**src/rtl/mul_dispatch.sv**
```systemverilog
// Dispatches tile-multiply jobs to NUM_UNITS units and returns completions through one output register.
// Build option: define MUL_DISPATCH_RR_EN for round-robin dispatch; otherwise the lowest-index free unit wins.
module mul_dispatch #(
  parameter int NUM_UNITS = 3,
  parameter int TAG_W     = 8
) (
  input  logic                 clk,
  input  logic                 reset,
  input  logic                 job_valid,
  input  logic [TAG_W-1:0]     job_tag,
  output logic                 job_ready,
  output logic [NUM_UNITS-1:0] unit_start,
  output logic [TAG_W-1:0]     unit_tag,
  input  logic [NUM_UNITS-1:0] unit_done,
  output logic                 res_valid,
  output logic [TAG_W-1:0]     res_tag,
  output logic [2:0]           res_unit,
  input  logic                 res_ready,
  output logic                 idle,
  output logic                 err
);

  logic [NUM_UNITS-1:0] busy;
  logic [NUM_UNITS-1:0] slot_full;
  logic [NUM_UNITS-1:0] avail;
  logic [NUM_UNITS-1:0] start_r;
  logic [NUM_UNITS-1:0] disp_onehot;
  logic [TAG_W-1:0]     run_tag  [NUM_UNITS];
  logic [TAG_W-1:0]     slot_tag [NUM_UNITS];
  logic [TAG_W-1:0]     unit_tag_r;
  logic [TAG_W-1:0]     res_tag_r;
  logic [TAG_W-1:0]     res_sel_tag;
  logic [2:0]           res_unit_r;
  logic [2:0]           res_sel;
  logic [2:0]           disp_idx;
  logic                 disp_found;
  logic                 res_any;
  logic                 res_valid_r;
  logic                 err_r;
  logic                 accept;
  logic                 load;

`ifdef MUL_DISPATCH_RR_EN
  logic [2:0] rr_ptr;
  logic [3:0] cand;
`endif

  assign avail     = ~busy & ~slot_full;
  assign job_ready = |avail;
  assign accept    = job_valid && job_ready;
  assign load      = !res_valid_r || res_ready;

  always_comb begin : dispatch_pick
    disp_found = 1'b0;
    disp_idx   = '0;
`ifdef MUL_DISPATCH_RR_EN
    cand = '0;
    // Search begins at rr_ptr (the unit after the last dispatch) and wraps.
    for (int unsigned i = 0; i < NUM_UNITS; i++) begin
      cand = {1'b0, rr_ptr} + 4'(i);
      if (cand >= 4'(NUM_UNITS)) cand = cand - 4'(NUM_UNITS);
      for (int unsigned j = 0; j < NUM_UNITS; j++) begin
        if (!disp_found && cand == 4'(j) && avail[j]) begin
          disp_found = 1'b1;
          disp_idx   = 3'(j);
        end
      end
    end
`else
    for (int unsigned i = 0; i < NUM_UNITS; i++) begin
      if (!disp_found && avail[i]) begin
        disp_found = 1'b1;
        disp_idx   = 3'(i);
      end
    end
`endif
  end

  always_comb begin : dispatch_decode
    disp_onehot = '0;
    for (int unsigned j = 0; j < NUM_UNITS; j++) begin
      disp_onehot[j] = disp_found && (disp_idx == 3'(j));
    end
  end

  always_comb begin : result_pick
    res_any     = 1'b0;
    res_sel     = '0;
    res_sel_tag = '0;
    for (int unsigned j = 0; j < NUM_UNITS; j++) begin
      if (!res_any && slot_full[j]) begin
        res_any     = 1'b1;
        res_sel     = 3'(j);
        res_sel_tag = slot_tag[j];
      end
    end
  end

  always_ff @(posedge clk) begin
    if (reset) begin
      busy        <= '0;
      slot_full   <= '0;
      start_r     <= '0;
      unit_tag_r  <= '0;
      res_valid_r <= 1'b0;
      res_tag_r   <= '0;
      res_unit_r  <= '0;
      err_r       <= 1'b0;
      for (int unsigned k = 0; k < NUM_UNITS; k++) begin
        run_tag[k]  <= '0;
        slot_tag[k] <= '0;
      end
`ifdef MUL_DISPATCH_RR_EN
      rr_ptr <= '0;
`endif
    end else begin
      start_r <= accept ? disp_onehot : '0;
      if (accept) unit_tag_r <= job_tag;

      // A unit taking a start is never busy, so it cannot see a legal done this edge.
      for (int unsigned k = 0; k < NUM_UNITS; k++) begin
        if (accept && disp_onehot[k]) begin
          busy[k]    <= 1'b1;
          run_tag[k] <= job_tag;
        end else if (unit_done[k] && busy[k]) begin
          busy[k]      <= 1'b0;
          slot_full[k] <= 1'b1;
          slot_tag[k]  <= run_tag[k];
        end
        if (load && res_any && res_sel == 3'(k)) slot_full[k] <= 1'b0;
      end

      if (|(unit_done & ~busy)) err_r <= 1'b1;

      if (load) begin
        res_valid_r <= res_any;
        if (res_any) begin
          res_tag_r  <= res_sel_tag;
          res_unit_r <= res_sel;
        end
      end

`ifdef MUL_DISPATCH_RR_EN
      if (accept) rr_ptr <= (disp_idx == 3'(NUM_UNITS - 1)) ? 3'd0 : disp_idx + 3'd1;
`endif
    end
  end

  // Reset also masks a start launched by the acceptance just before it.
  assign unit_start = reset ? '0 : start_r;
  assign unit_tag   = unit_tag_r;
  assign res_valid  = res_valid_r;
  assign res_tag    = res_tag_r;
  assign res_unit   = res_unit_r;
  assign err        = err_r;
  assign idle       = ~|busy && ~|slot_full && !res_valid_r && ~|start_r;

endmodule
```
**config.mk**
```make
export PLATFORM = sky130hd
export DESIGN_NAME = mul_dispatch
export DESIGN_NICKNAME = d
export VERILOG_FILES = /design/src/rtl/mul_dispatch.sv
export SDC_FILE = /design/constraint.sdc
export NUM_CORES = 1
export LEC_CHECK = 0
export ABC_CLOCK_PERIOD_IN_PS = 3450
export CAP_MARGIN = 20
export CORE_MARGIN = 4
export CORE_UTILIZATION = 46
export DETAILED_ROUTE_END_ITERATION = 10
export GPL_TIMING_DRIVEN = 0
export PLACE_DENSITY = 0.7
export SYNTH_ARGS = -nofsm -noshare
export SYNTH_HDL_FRONTEND = slang
export SYNTH_SLANG_ARGS = --single-unit
export TNS_END_PERCENT = 10
```
**constraint.sdc**
```tcl
create_clock -name clk -period 3.45 [get_ports clk]
set_input_delay 0.69 -clock clk [delete_from_list [all_inputs] [get_ports clk]]
set_output_delay 0.69 -clock clk [all_outputs]
set_load 0.03 [all_outputs]
```
Word level (Yosys, flattened, before mapping):

Memories as Yosys holds them, arrays and structs flattened.
Cells that the tools add are included.
W data, S select, Z words.

* bitwise gates (word level): 14
* reductions and logical operators: 48
* eq/ne operators: 4
* mux-type cells: 49

Operator list (count)
* $mux W8: 9
* $mux W1: 37
* $logic_and A1 B1 Y1: 21
* $reduce_or A3 Y1: 5
* $logic_not A1 Y1: 8
* $reduce_and A2 Y1: 4
* $reduce_or A2 Y1: 4
* $and A3 B3 Y3: 2
* $eq A3 B1 Y1 const B: 2
* $eq A3 B2 Y1 const B: 2
* $logic_not A3 Y1: 2
* $mux W3: 2
* $not A3 Y3: 2
* $or A1 B1 Y1: 6
* $reduce_bool A2 Y1: 3
* $not A1 Y1: 4
* $mux W2: 1
* $logic_or A1 B1 Y1: 1

* register bits after elaboration: 30
* logic and storage cells: 129
* RAM bits: 48
* memories kept: 2
* input port bits: 15

Memories
* run_tag: depth 3, bits a word 8, rd ports 3, clocked after memory_dff 0, wr ports 3, RTL line 28 `logic [TAG_W-1:0] run_tag [NUM_UNITS];`
* slot_tag: depth 3, bits a word 8, rd ports 3, clocked after memory_dff 0, wr ports 3, RTL line 29 `logic [TAG_W-1:0] slot_tag [NUM_UNITS];`

Logic depth before layout (Yosys ltp):

* depth after elaboration: 16
* depth in mapped cells: 5
* mapped depth without buffers: 4

Worst setup path before layout:

OpenSTA, ideal clock, no wires.

* kind: register to output
* start point: reg busy[0]
* end point: out idle
* stages on the path, launching flop included: 3
* data required time: 2.760 ns
* path slack: 1.026 ns
* arrival time: 1.734 ns
* cells stage by stage: dfxtp_1 or4_1 nor4_1

* cells in the longest elaborated chain, start to end: 5

Ends and longest elaborated chain
* from (decl): RTL line 23 `logic [NUM_UNITS-1:0] busy;`
* from (signal assigned): RTL line 101 `busy <= '0;`
* from (signal, indexed assignment): RTL line 123 `busy[k] <= 1'b1;`
* from (signal, indexed assignment): RTL line 126 `busy[k] <= 1'b0;`
* $reduce_or A3 Y1: RTL line 156 `assign idle = ~|busy && ~|slot_full && !res_valid_r && ~|start_r;`
* $logic_not A1 Y1: RTL line 156
* $logic_and A1 B1 Y1 (3 in a row): RTL line 156
* to (decl): RTL line 19 `output logic idle,`

Every way passes these cells.

Final worst setup path:

* start point: in reset
* end point: out unit_start[1]

* cells in the longest elaborated chain, start to end: 1

Ends and longest elaborated chain
* from (decl): RTL line 8 `input logic reset,`
* $mux W3: RTL line 150 `assign unit_start = reset ? '0 : start_r;`
* to (decl): RTL line 12 `output logic [NUM_UNITS-1:0] unit_start,`

Every way passes these cells.

==> run metrics <==
status=finished, final reports clean; max incr delay on CP=0.61 ns; CP max stage cell=clkdlybuf4s50_1; Adder-Cell Fraction of Synth Area=0%; Logic pwr share=8.4%; H-tree levels=3; critical path arrival=2.42 ns; initial antenna violation count=0; largest net degree at the start of global routing=13; clk root buf=clkbuf_8; Max VDD drop=0.0002948 V; WP buf/inv=3; internal power=1454 uW; Die H=88.33 um; Post-Synth Simple-Gate Area=15.22%; final WL=5.202 mm; via count=1841; Tot GR Track Use=14.95%; hold_buf cts=0; core area=0.006314 mm2; XOR/XNOR Fraction of Synth Area=0%; Final period util=90.23%; Core Rows=29; crit path cell chain=clkdlybuf4s50_1, clkbuf_1, nor2b_1, clkdlybuf4s50_1; routed len/inst=14.33 um; Pwr Total=1862 uW; max-slew violations=0; main flop type after synthesis=edfxtp_1; Longest Clk Path Bufs=2; Die Area=0.007801 mm2; Pwr per Cell Area=509.3 mW/mm2; syn_area_per_cell=12.85 um2; register share of total power=56.1%; initial DRC count=83; EDFF count, synth=48; IO buf count=39; Yosys cell types=35; drt first pass iters=4; area grow syn2layout=23.15%; Max Cap Viol=0; Sw Pwr=407.8 uW; final number of setup-violating endpoints=0; Syn Nets=246; final core occ=57.89%; first-pass GRT wire length=8.728 mm; Die W=88.33 um; CTS tree=built; sequential fraction of the synthesis area=68.13%; Post-Syn Area=0.002968 mm2; num ports=41; remaining antenna violation count after routing=0; most frequent CP cell=clkdlybuf4s50_1; Fin Clk Skew=0.01260 ns; Syn. warnings=0; grt total ovfl=0; Total Nets Final=296; number of global-route vias before repair=1839; setup TNS=0 ns; Clk network pwr share=35.5%; complex-gate fraction of the synthesized area=12.77%; share of cells above drive strength 1=10.84%; Seq cells post-synth=77; clk sinks=77; class of the worst hold path=reg2reg; Pleak=0.001314 uW; post-CTS setup repair buffer count=0; clock latency on the worst-skew pair=0.35 ns; crit end category=output port; drt drc=0; Gates resized, CTS repair=0; worst-path fanout max=10; Worst Path Class, Setup=in2out; Top delay family on crit path=buffers and inverters; gpl congestion=0.7282; CTS buffer count=9; # diodes=0; RSZ-0062 raised after global routing=no; Post-Synthesis Cells=231; vias per cell=5.072; worst endpoint required time=2.76 ns; CP startpoint kind=input port; HPWL after detailed placement=3.887 mm; largest family of logic cells by synthesized area=simple AND/OR/NAND/NOR gates; Sw Ratio=21.91%; Hold Fails Final Rpt=0; share of flip-flops with an asynchronous set or reset=0%; Starting Density=47.01%; Fmax=321.3 MHz; proportion of synthesized area in mux cells=0%; Final min period=3.113 ns; Worst-path clk slew=0.07 ns
## state kept, by name, summed over array words and instances, names as in the netlist
register,flops
unit_tag,8
res_tag,8
run_tag,24
res_valid,1
res_unit,2
slot_tag,24
start_r,3
busy,3
err,1
slot_full,3
## power by group through the flow
stage	clock network [uW]	logic [uW]	registers (uW)
floorplan	0	81.1	1080
global placement	0	155	1060
detailed placement	0	158	1070
CTS	674	159	1050
global route	711	173	1050
finish	660	156	1040
## layer usage
layer / track usage (%) / routed length, um
met1: 19.21 / 2407
met2: 23.05 / 2411
met3: 4.283 / 264
met4: 7.830 / 118
met5: 0 / 0
## synthesized netlist by cell type, types with 2 or more instances
cell type,number,share of area (%)
and2_1,24,5.1
a21oi_1,16,2.7
a221oi_1,8,2.4
dfxtp_1,29,20
a211o_1,8,2.4
nor2b_1,5,1.1
inv_1,11,1.4
a31o_2,6,1.8
buf_6,2,0.76
edfxtp_1,48,49
nor2_2,2,0.42
nor2_1,9,1.1
nor3b_2,2,0.84
buf_2,2,0.34
o21ai_0,2,0.34
a31o_1,2,0.59
nand2b_1,6,1.3
nor3b_1,6,1.5
a31oi_1,3,0.63
clkbuf_1,7,0.89
nand2_1,19,2.4
## cells in the final DEF (no fill, tap or decap), drive strengths merged, types with 2 or more instances in the layout
cell type,Yosys,layout
nor3b,8,8
nor2b,5,5
clkbuf,7,23
edfxtp,48,48
nand2,19,19
nor2,11,11
dfxtp,29,29
buf,6,6
a211o,8,8
a21oi,16,16
a31o,8,8
o21ai,2,2
a31oi,3,3
nand2b,6,6
a221oi,8,8
inv,11,11
and2,24,24
clkdlybuf4s50,0,39
## final cells by class
type | count | area (um2)
buffer | 13 | 70.07
clock buffer | 16 | 200.2
fill | 557 | 2659
inverter | 11 | 41.29
multi-input combinational | 130 | 834.6
sequential | 77 | 2022
tap | 77 | 96.34
timing repair buffer | 39 | 390.4
## path summary, 6_finish.rpt
| check | start | endpoint | slack (ns) | depth (start not counted) |
|---|---|---|---|---|
| setup / recovery | reset | unit_start[1] | 0.34 | 4 |
| hold / removal | res_tag[6]$_SDFFE_PP0P_ | res_tag[6]$_SDFFE_PP0P_ | 0.46 | 2 |
| setup reg to reg | slot_full[2]$_SDFFE_PP0P_ | run_tag[0][20]$_DFFE_PP_ | 1.77 | 3 |
| hold reg to reg | res_tag[6]$_SDFFE_PP0P_ | res_tag[6]$_SDFFE_PP0P_ | 0.46 | 2 |
## worst reg2reg max path: stages (launching register included)
cell and delay, ns:
dfxtp_1 0.37, nor2_1 0.37, nand4bb_1 0.24, nand2_1 0.35
## through the flow
step                std cells  worst slack, ns  cell area, um2  hold slack, ns
CTS                       363           0.3234            3655          0.4619
global route              363           0.2861            3655          0.4755
floorplan                 231            1.026            2968          0.4828
detailed placement        347           0.3270            3455          0.4519
global placement          347           0.3544            3455          0.4463
finish                    363           0.3372            3655          0.4578
## kinds of logic (layout without fill, tap and decap cells)
family                 count (synthesis)  after routing
and+or+nand+nor                       79             79
buffers and inverters                 24             79
AOI/OAI and AO/OA                     50             50
other                                  1              1
DFF                                   77             77
Power figures use the tool's default switching activity.
